File: src/rtl/tag_converter_if.sv
// tag_converter_if: raw tag/wrap inputs and decoded tag outputs of the tag converter
interface tag_converter_if;
  logic [31:0] tag;
  logic [31:0] wrap_count;
  logic [63:0] tagtime;
  logic        valid_tag;
  logic [4:0]  channel;
  logic        rising_edge;
  modport master (output tag, wrap_count, input tagtime, valid_tag, channel, rising_edge);
  modport slave (input tag, wrap_count, output tagtime, valid_tag, channel, rising_edge);
endinterface

File: src/rtl/tag_converter.sv
// tag_converter: registers one decoded FPGA-link tag per cycle as absolute time, channel and edge
module tag_converter (
  input logic clk,
  input logic rst,
  tag_converter_if.slave bus
);
  // tagtime is a plain concatenation of wrap, coarse counter and subtime; no carry needed
  always_ff @(posedge clk)
    if (rst) begin
      bus.tagtime <= '0;
      bus.channel <= '0;
      bus.rising_edge <= 1'b0;
      bus.valid_tag <= 1'b0;
    end else begin
      bus.valid_tag <= bus.tag[0];
      if (bus.tag[0]) begin
        bus.tagtime <= {7'b0, bus.wrap_count, bus.tag[31:7]};
        bus.channel <= bus.tag[6:2];
        bus.rising_edge <= bus.tag[1];
      end
    end
endmodule

File: src/flat_wrapper.sv
// flat-port wrapper written by rule: the top's interface ports become plain ports
module tag_converter_flat 
  (clk, rst, bus_tag, bus_wrap_count, bus_tagtime, bus_valid_tag, bus_channel, bus_rising_edge);
  tag_converter_if bus_i ();
  input logic clk;
  input logic rst;
  input wire logic [$bits(bus_i.tag)-1:0] bus_tag;
  input wire logic [$bits(bus_i.wrap_count)-1:0] bus_wrap_count;
  output wire logic [$bits(bus_i.tagtime)-1:0] bus_tagtime;
  output wire logic [$bits(bus_i.valid_tag)-1:0] bus_valid_tag;
  output wire logic [$bits(bus_i.channel)-1:0] bus_channel;
  output wire logic [$bits(bus_i.rising_edge)-1:0] bus_rising_edge;
  assign bus_i.tag = bus_tag;
  assign bus_i.wrap_count = bus_wrap_count;
  assign bus_tagtime = bus_i.tagtime;
  assign bus_valid_tag = bus_i.valid_tag;
  assign bus_channel = bus_i.channel;
  assign bus_rising_edge = bus_i.rising_edge;
  tag_converter u_core (.clk(clk), .rst(rst), .bus(bus_i));
endmodule
File: config.mk
export PLATFORM = sky130hd
export DESIGN_NAME = tag_converter_flat
export DESIGN_NICKNAME = d
export VERILOG_FILES = /design/src/rtl/tag_converter_if.sv /design/src/rtl/tag_converter.sv /design/src/flat_wrapper.sv
export SDC_FILE = /design/constraint.sdc
export NUM_CORES = 1
export LEC_CHECK = 0
export ABC_CLOCK_PERIOD_IN_PS = 2450
export CAP_MARGIN = 25
export CELL_PAD_IN_SITES_DETAIL_PLACEMENT = 1
export CELL_PAD_IN_SITES_GLOBAL_PLACEMENT = 1
export CORE_ASPECT_RATIO = 0.75
export CORE_MARGIN = 4
export CORE_UTILIZATION = 29
export CTS_CLUSTER_SIZE = 12
export DETAILED_ROUTE_END_ITERATION = 16
export GPL_ROUTABILITY_DRIVEN = 0
export HOLD_SLACK_MARGIN = 0.03
export MAX_ROUTING_LAYER = met4
export PLACE_DENSITY_LB_ADDON = 0.1
export SYNTH_ARGS = -nofsm -noshare
export SYNTH_HDL_FRONTEND = slang
export SYNTH_SLANG_ARGS = --single-unit
export TNS_END_PERCENT = 5
File: constraint.sdc
create_clock -name clk -period 2.45 [get_ports clk]
set_input_delay 0.49 -clock clk [delete_from_list [all_inputs] [get_ports clk]]
set_output_delay 0.49 -clock clk [all_outputs]
set_load 0.01 [all_outputs]
==> results of run 1 <==
cell type report:
cell class,count,area (um2)
clock buffers,12,145
flip-flops and latches,64,1280
fillers,887,4070
clock inverters,4,20.0
repair buffers,133,1340
well taps,105,131
multi-input cells,134,900
per-stage QoR:
stage,cells,setup slack [ps]
finish,452,704
global route,452,633
CTS,452,678
detailed placement,436,900
global placement,436,921
floorplan,219,1310
registers in the layout, indices dropped and copies added (netlist names):
register / count
u_core.bus.rising_edge: 1
u_core.bus.tagtime: 57
u_core.bus.channel: 5
u_core.bus.valid_tag: 1
power breakdown:
group | leakage (nW) | internal (W) | total (W) | switching (W)
combinational | 1.02 | 0.000255 | 0.000411 | 0.000155
sequential | 0.529 | 0.00110 | 0.00113 | 0.0000315
clock | 0.0899 | 0.000389 | 0.000771 | 0.000383
total | 1.64 | 0.00175 | 0.00232 | 0.000569
how the worst max path moves through the flow:
stage | end | slack, ps | cells past startpoint
after floorplan | u_core.bus.tagtime[10]$_SDFFE_PP0P_ | 1310 | 4
after global placement | u_core.bus.tagtime[47]$_SDFFE_PP0P_ | 920 | 4
after detailed placement | u_core.bus.channel[1]$_SDFFE_PP0P_ | 900 | 4
after CTS | bus_tagtime[39] | 680 | 1
after global routing | bus_tagtime[45] | 630 | 1
final | bus_tagtime[39] | 700 | 1
synthesized netlist by cell type:
cell and instances:
dfxtp_1 64, mux2i_1 63, nor2_1 63, buf_4 7, buf_8 6, buf_1 5, buf_2 2, buf_6 1
conb_1 1, nor2b_1 1
cell families (layout without fill, tap and decap cells):
group | after synthesis | count (layout)
flops | 64 | 64
simple gates | 64 | 64
mux | 63 | 63
buf+inv | 21 | 149
other cells | 1 | 7
cell usage in the layout (no fill, tap or decap):
master,n
buf_12,2
buf_2,1
buf_4,3
clkbuf_1,2
clkbuf_8,10
clkdlybuf4s50_1,127
clkinv_2,4
conb_1,7
dfxtp_1,64
mux2i_1,63
nor2_1,63
nor2b_1,1
layer usage:
| metal | GRT usage | part of all wire | up-vias |
|---|---|---|---|
| met5 | - | 0 | - |
| met4 | 0.0497 | 0.0052 | 0 |
| met2 | 0.213 | 0.45 | 79 |
| li1 | - | - | 937 |
| met1 | 0.175 | 0.46 | 910 |
| met3 | 0.0628 | 0.089 | 4 |
==> results.sh, run 1 <==
export IMPL_grt_max_degree=36
export IMPL_viasPerCell=4.27
export IMPL_criticalPathCategory="register to output port"
export IMPL_io_pins=137
export IMPL_wl_per_cell_um=14.5
export IMPL_htreeDepth=3
export IMPL_grt_remaining_overflow=0
export IMPL_seq_area_frac_synth=0.547
export IMPL_postCtsSetupBuffers=0
export IMPL_synthDistinctLibCells=10
export IMPL_drive_above_1_share=0.0576
export IMPL_path_max_fanout=2
export IMPL_start_util=0.297
export IMPL_cellLeakagePower_nw=1.64
export IMPL_cts_tree="yes"
export IMPL_finalNetCount=408
export IMPL_slowest_stage="clkdlybuf4s50_1"
export IMPL_power_density_nw_per_um2=607
export IMPL_synthSimpleGateAreaFrac=0.104
export IMPL_critPathLaunchType="register"
export IMPL_grt_pass1_vias=2041
export IMPL_crit_family="buffers and inverters"
export IMPL_yosys_top_cells_area="dfxtp_1 (55%), mux2i_1 (27%), nor2_1 (10%), buf_8 (3.8%), buf_4 (2.2%)"
export IMPL_grt_pass1_wl_mm=10.5
export IMPL_outcome="complete, no violations"
export IMPL_cts_sinks=64
export IMPL_portBuffers=129
export IMPL_final_util=0.484
export IMPL_skew_ps=0
export IMPL_drv_cap=0
export IMPL_wl_mm=6.54
export IMPL_hpwl_mm=4.84
export IMPL_antenna_cells=0
export IMPL_power_w=0.00232
export IMPL_synth_xor_area_frac=0
export IMPL_layout_min_cycle_time_ps=1750
export IMPL_dieArea_um2=9590
export IMPL_hold_start="u_core.bus.channel[3]$_SDFFE_PP0P_"
export IMPL_finalHoldViolations=0
export IMPL_drc=0
export IMPL_root_buffer="clkbuf_8"
export IMPL_tns_ps=0
export IMPL_die_y_um=85.8
export IMPL_holdPathEnd="u_core.bus.channel[3]$_SDFFE_PP0P_"
export IMPL_synth_top_family_by_area="multiplexers"
export IMPL_clockBufferDepth=2
export IMPL_ys_warn_count=0
export IMPL_cp_required_ps=1960
export IMPL_drt_iter0_markers=41
export IMPL_worstRegToRegCells=2
export IMPL_max_freq_ghz=0.573
export IMPL_crit_chain="clkdlybuf4s50_1"
export IMPL_grt_use_total=0.143
export IMPL_antenna_found_initial=0
export IMPL_dr_pass1_iters=3
export IMPL_rsz0062_at_grt="false"
export IMPL_post_cts_resized=0
export IMPL_finalSetupViolCount=0
export IMPL_path_buf_inv=1
export IMPL_rr_endpoint="u_core.bus.tagtime[26]$_SDFFE_PP0P_"
export IMPL_tightest_slew_ps=609
export IMPL_place_area_um2=3650
export IMPL_cp_arrival_ps=1260
export IMPL_die_w_um=112
export IMPL_rows=28
export IMPL_slew_headroom=0.594
export IMPL_r2r_setup_slack_ps=1810
export IMPL_crit_start="u_core.bus.tagtime[39]$_SDFFE_PP0P_"
export IMPL_synth_ff_latch_count=64
export IMPL_synth_largest_area_cell="dfxtp_1"
export IMPL_synth_area_per_cell_um2=11.0
export IMPL_postRouteAntennaNets=0
export IMPL_synth_compound_area_frac=0
export IMPL_synth_top_area_share=0.547
export IMPL_worstSetupEndpointType="output port"
export IMPL_slowest_delay_ps=600
export IMPL_slew_viol_final=0
export IMPL_cts_made_buffers=9
export IMPL_clk_pin_slew_ps=70
export IMPL_fin_area_um2=3820
export IMPL_period_share=0.713
export IMPL_whs_path_depth=2
export IMPL_layout_area_overhead_vs_synth_pct=63.0
export IMPL_vias=1930
export IMPL_whs_ps=493
export IMPL_synth_cell_area_um2=2340
export IMPL_synthMuxAreaShare=0.269
export IMPL_postSynthCellCount=213
export IMPL_synth_adder_area_share=0
export IMPL_r2r_start="u_core.bus.tagtime[26]$_SDFFE_PP0P_"
export IMPL_core_area_um2=7880
export IMPL_worst_hold_path_type="register to register"
export IMPL_holdBufCountCts=0
export IMPL_clk_latency_ps=330
export IMPL_ir_drop_uv=224
(Power assumes the default switching activity.)
==> run 2: changes to the inputs <==
--- a/config.mk
+++ b/config.mk
@@ -5,13 +5,13 @@
 export SDC_FILE = /design/constraint.sdc
 export NUM_CORES = 1
 export LEC_CHECK = 0
-export ABC_CLOCK_PERIOD_IN_PS = 2450
+export ABC_CLOCK_PERIOD_IN_PS = 1600
 export CAP_MARGIN = 25
 export CELL_PAD_IN_SITES_DETAIL_PLACEMENT = 1
 export CELL_PAD_IN_SITES_GLOBAL_PLACEMENT = 1
 export CORE_ASPECT_RATIO = 0.75
 export CORE_MARGIN = 4
-export CORE_UTILIZATION = 29
+export CORE_UTILIZATION = 24
 export CTS_CLUSTER_SIZE = 12
 export DETAILED_ROUTE_END_ITERATION = 16
 export GPL_ROUTABILITY_DRIVEN = 0
==> constraint.sdc (replaced) <==
create_clock -name clk -period 1.6 [get_ports clk]
set_input_delay 0.32 -clock clk [delete_from_list [all_inputs] [get_ports clk]]
set_output_delay 0.32 -clock clk [all_outputs]
set_load 0.01 [all_outputs]
==> results.sh, run 2 (same netlist as run 1, synthesis figures left out) <==
export IMPL_finalSetupViolCount=0
export IMPL_root_buffer="clkbuf_16"
export IMPL_rsz0062_at_grt="false"
export IMPL_vias=1906
export IMPL_cellLeakagePower_nw=1.79
export IMPL_cts_made_buffers=9
export IMPL_period_share=0.960
export IMPL_dr_pass1_iters=2
export IMPL_skew_ps=0
export IMPL_clockBufferDepth=2
export IMPL_crit_family="buffers and inverters"
export IMPL_drt_iter0_markers=48
export IMPL_htreeDepth=3
export IMPL_finalNetCount=407
export IMPL_grt_use_total=0.123
export IMPL_power_w=0.00418
export IMPL_postRouteAntennaNets=0
export IMPL_grt_remaining_overflow=0
export IMPL_antenna_cells=0
export IMPL_use_met3=0.0738
export IMPL_clk_latency_ps=320
export IMPL_fillers=1046
export IMPL_viasPerCell=4.02
export IMPL_worst_hold_path_type="input pin to register"
export IMPL_postCtsSetupBuffers=0
export IMPL_final_common_cell="clkdlybuf4s50_1"
export IMPL_critPathLaunchType="register"
export IMPL_max_freq_ghz=0.651
export IMPL_criticalPathCategory="register to output port"
export IMPL_wl_mm=6.71
export IMPL_core_area_um2=9270
export IMPL_path_buf_inv=1
export IMPL_start_util=0.252
export IMPL_dieArea_um2=11400
export IMPL_final_setup_worst_slack_ps=63.3
export IMPL_drive_above_1_share=0.0578
export IMPL_slowest_stage="clkdlybuf4s50_1"
export IMPL_crit_chain="clkdlybuf4s50_1"
export IMPL_slew_viol_final=0
export IMPL_clk_pin_slew_ps=50
export IMPL_power_density_nw_per_um2=1050
export IMPL_largest_reg_flops=57
export IMPL_layout_min_cycle_time_ps=1540
export IMPL_drc=0
export IMPL_hpwl_mm=4.79
export IMPL_portBuffers=129
export IMPL_grt_busiest_layer="met2"
export IMPL_wl_per_cell_um=14.1
export IMPL_top_regs="u_core.bus.tagtime (57), u_core.bus.channel (5)"
export IMPL_die_w_um=122
export IMPL_top_register="u_core.bus.tagtime"
export IMPL_ir_drop_uv=515
export IMPL_cp_arrival_ps=1220
export IMPL_grt_pass1_wl_mm=10.3
export IMPL_dp_slack_ps=325
export IMPL_io_pins=137
export IMPL_layout_area_overhead_vs_synth_pct=70.2
export IMPL_drv_cap=0
export IMPL_antenna_found_initial=0
export IMPL_rows=30
export IMPL_grtUsageMet1=0.155
export IMPL_final_cell_mix="clkdlybuf4s50_1 (121), dfxtp_1 (64), mux2i_1 (63), nor2_1 (63), clkbuf_16 (9)"
export IMPL_outcome="complete, no violations"
export IMPL_path_max_fanout=2
export IMPL_die_y_um=93.5
export IMPL_cts_sinks=64
export IMPL_met2_usage=0.155
export IMPL_worstSetupEndpointType="output port"
export IMPL_tns_ps=0
export IMPL_slowest_delay_ps=560
export IMPL_cts_tree="yes"
export IMPL_cp_required_ps=1280
export IMPL_finalHoldViolations=0
export IMPL_grt_max_degree=65
export IMPL_grt_pass1_vias=1964
[run 2: changes by cell type in the layout (fill, tap and decap cells not counted)]
cell,delta
buf_12,+1
clkbuf_16,+9
clkdlybuf4s50_1,-6
clkbuf_1,-1
buf_4,-2
clkbuf_8,-7
clkinv_2,-1
dlymetal6s2s_1,+6
[run 2: metrics by stage]
stage | util | instance area [um2] | hold slack (ps) | cells
after floorplan | - | 2360 | 467 | 219
after global placement | 0.397 | 3680 | 470 | 458
after detailed placement | 0.397 | 3680 | 481 | 458
after CTS | 0.428 | 3970 | 433 | 474
after global routing | 0.430 | 3990 | 456 | 474
final | 0.430 | 3990 | 443 | 474
[run 2: routing by layer]
metal  vias to the layer above  share of wire
li1                        940              -
met1                       866           0.46
met2                        92           0.40
met3                         8           0.13
met4                         0          0.011
met5                         -              0
[run 2: power by group]
part / total, W / internal, W / leakage, nW / switching, W
sequential: 0.00174 / 0.00169 / 0.529 / 0.0000458
clock: 0.00182 / 0.00117 / 0.145 / 0.000651
combinational: 0.000630 / 0.000391 / 1.12 / 0.000239
[run 2: final timing paths]
| check | from | slack (ps) | depth (start not counted) | end |
|---|---|---|---|---|
| worst max-delay path | u_core.bus.tagtime[47]$_SDFFE_PP0P_ | 60 | 1 | bus_tagtime[47] |
| worst min-delay path | bus_tag[0] | 440 | 3 | u_core.bus.tagtime[27]$_SDFFE_PP0P_ |
| worst max register to register | u_core.bus.tagtime[23]$_SDFFE_PP0P_ | 980 | 2 | u_core.bus.tagtime[23]$_SDFFE_PP0P_ |
| worst min register to register | u_core.bus.tagtime[12]$_SDFFE_PP0P_ | 490 | 2 | u_core.bus.tagtime[12]$_SDFFE_PP0P_ |
[run 2: layout make-up]
type                       instances  area (um2)  share of cell area
clock buffer                      13         270              0.0678
multi-input combinational        134         900               0.226
clock inverter                     3        15.0             0.00377
timing repair buffer             132        1360               0.341
tap                              128         160              0.0402
sequential                        64        1280               0.322
[run 2: what timing repair did]
item                                    CTS  global route
endpoints found under the setup margin    0             6
gates resized for setup                   0             6
endpoints found under the hold margin     0             0
hold buffers                              0             0
==> run 3: changes to the inputs <==
--- a/config.mk
+++ b/config.mk
@@ -10,7 +10,6 @@
 export CELL_PAD_IN_SITES_DETAIL_PLACEMENT = 1
 export CELL_PAD_IN_SITES_GLOBAL_PLACEMENT = 1
 export CORE_ASPECT_RATIO = 0.75
-export CORE_MARGIN = 4
 export CORE_UTILIZATION = 24
 export CTS_CLUSTER_SIZE = 12
 export DETAILED_ROUTE_END_ITERATION = 16
==> results.sh, run 3 (same netlist as run 1, synthesis figures left out) <==
export IMPL_outcome="complete, no violations"
export IMPL_antenna_found_initial=0
export IMPL_max_freq_ghz=0.644
export IMPL_power_density_nw_per_um2=1040
export IMPL_clockBufferDepth=2
export IMPL_period_share=0.971
export IMPL_fillers=1054
export IMPL_cellLeakagePower_nw=1.69
export IMPL_r2r_start="u_core.bus.tagtime[35]$_SDFFE_PP0P_"
export IMPL_drc=0
export IMPL_cts_made_buffers=9
export IMPL_cp_required_ps=1280
export IMPL_slew_viol_final=0
export IMPL_share_seq_of_total_power=0.422
export IMPL_critPathLaunchType="register"
export IMPL_finalHoldViolations=0
export IMPL_p_sw_w=0.000956
export IMPL_final_util=0.426
export IMPL_hold_start="rst"
export IMPL_finalSetupViolCount=0
export IMPL_grt_remaining_overflow=0
export IMPL_top_register="u_core.bus.tagtime"
export IMPL_viasPerCell=4.08
export IMPL_worstSetupEndpointType="output port"
export IMPL_slowest_stage="clkdlybuf4s50_1"
export IMPL_cts_tree="yes"
export IMPL_top_regs="u_core.bus.tagtime (57), u_core.bus.channel (5)"
export IMPL_path_buf_inv=1
export IMPL_final_cell_mix="clkdlybuf4s50_1 (127), dfxtp_1 (64), mux2i_1 (63), nor2_1 (63), clkbuf_16 (9)"
export IMPL_drt_iter0_markers=46
export IMPL_post_cts_resized=0
export IMPL_hpwl_mm=4.34
export IMPL_cp_arrival_ps=1230
export IMPL_worst_hold_path_type="input pin to register"
export IMPL_rr_endpoint="u_core.bus.tagtime[35]$_SDFFE_PP0P_"
export IMPL_place_inst=458
export IMPL_holdPathEnd="u_core.bus.channel[1]$_SDFFE_PP0P_"
export IMPL_stdcell_count=474
export IMPL_whs_path_depth=3
export IMPL_path_max_fanout=2
export IMPL_grt_pass1_wl_mm=9.63
export IMPL_cts_sinks=64
export IMPL_intPower_w=0.00316
export IMPL_rows=30
export IMPL_largest_reg_flops=57
export IMPL_root_buffer="clkbuf_16"
export IMPL_slowest_delay_ps=590
export IMPL_portBuffers=129
export IMPL_layout_min_cycle_time_ps=1550
export IMPL_drv_cap=0
export IMPL_antenna_cells=0
export IMPL_core_area_um2=9270
export IMPL_start_util=0.252
export IMPL_tns_ps=0
export IMPL_ir_drop_uv=546
export IMPL_dr_pass1_iters=4
export IMPL_r2r_setup_slack_ps=970
export IMPL_die_w_um=116
export IMPL_power_w=0.00412
export IMPL_criticalPathCategory="register to output port"
export IMPL_dieArea_um2=10200
export IMPL_wl_per_cell_um=13.5
export IMPL_fin_area_um2=3950
export IMPL_p_comb_frac=0.153
export IMPL_place_area_um2=3680
export IMPL_clk_latency_ps=320
export IMPL_postRouteAntennaNets=0
export IMPL_crit_family="buffers and inverters"
export IMPL_skew_ps=0
export IMPL_layout_area_overhead_vs_synth_pct=68.8
export IMPL_holdBufCountCts=0
export IMPL_vias=1934
export IMPL_switching_share=0.232
export IMPL_postCtsSetupBuffers=0
export IMPL_io_pins=137
export IMPL_clk_pin_slew_ps=50
export IMPL_finalNetCount=407
export IMPL_die_y_um=87.5
export IMPL_wl_mm=6.38
export IMPL_clock_power_share=0.425
export IMPL_htreeDepth=3
export IMPL_grt_pass1_vias=1942
export IMPL_rsz0062_at_grt="false"
export IMPL_worstRegToRegCells=2
export IMPL_crit_chain="clkdlybuf4s50_1"
export IMPL_drive_above_1_share=0.0549
export IMPL_grt_use_total=0.134
export IMPL_grt_max_degree=65
export IMPL_final_common_cell="clkdlybuf4s50_1"
## run 3: power by group through the flow
stage                     Sequential, W  Clock [W]  Combinational (W)
after floorplan                 0.00181          0           0.000229
after global placement          0.00177          0           0.000637
after detailed placement        0.00177          0           0.000640
after CTS                       0.00174    0.00183           0.000644
after global routing            0.00175    0.00189           0.000683
final                           0.00174    0.00175           0.000631
## run 3: worst max-delay path by stage
stage                     slack (ps)                                 from  depth (start not counted)                             endpoint
after floorplan                  630                           bus_tag[0]                          4  u_core.bus.tagtime[10]$_SDFFE_PP0P_
after global placement           400  u_core.bus.tagtime[48]$_SDFFE_PP0P_                          1                      bus_tagtime[48]
after detailed placement         390  u_core.bus.tagtime[48]$_SDFFE_PP0P_                          1                      bus_tagtime[48]
after CTS                         40  u_core.bus.tagtime[48]$_SDFFE_PP0P_                          1                      bus_tagtime[48]
after global routing               1  u_core.bus.tagtime[48]$_SDFFE_PP0P_                          1                      bus_tagtime[48]
final                             50  u_core.bus.tagtime[48]$_SDFFE_PP0P_                          1                      bus_tagtime[48]
## run 3: layer usage
metal / vias up / track usage / routed length (um)
li1: 944 / - / -
met1: 897 / 0.153 / 2880
met2: 84 / 0.199 / 2770
met3: 9 / 0.0692 / 638
met4: 0 / 0.0524 / 95
met5: - / - / 0
## run 3: worst register-to-register path: cells and delay by family (launching register included)
kind / cells / cell delay [ps]
flip-flops: 1 / 310
AND/OR/NAND/NOR: 1 / 60
multiplexers: 1 / 150
## run 3: final cells by class
type | instances | area (um2) | area share
Clock inverter | 4 | 20.0 | 0.00507
Clock buffer | 12 | 246 | 0.0624
Tap cell | 128 | 160 | 0.0405
Multi-Input combinational cell | 134 | 900 | 0.228
Sequential cell | 64 | 1280 | 0.324
Timing Repair Buffer | 132 | 1340 | 0.340
## run 3: through the flow
stage | setup slack [ps] | hold WS, ps
2_1_floorplan | 626 | 467
3_3_place_gp | 403 | 472
3_5_place_dp | 392 | 485
4_1_cts | 36.3 | 467
5_1_grt | 1.47 | 483
6_report | 46.9 | 450
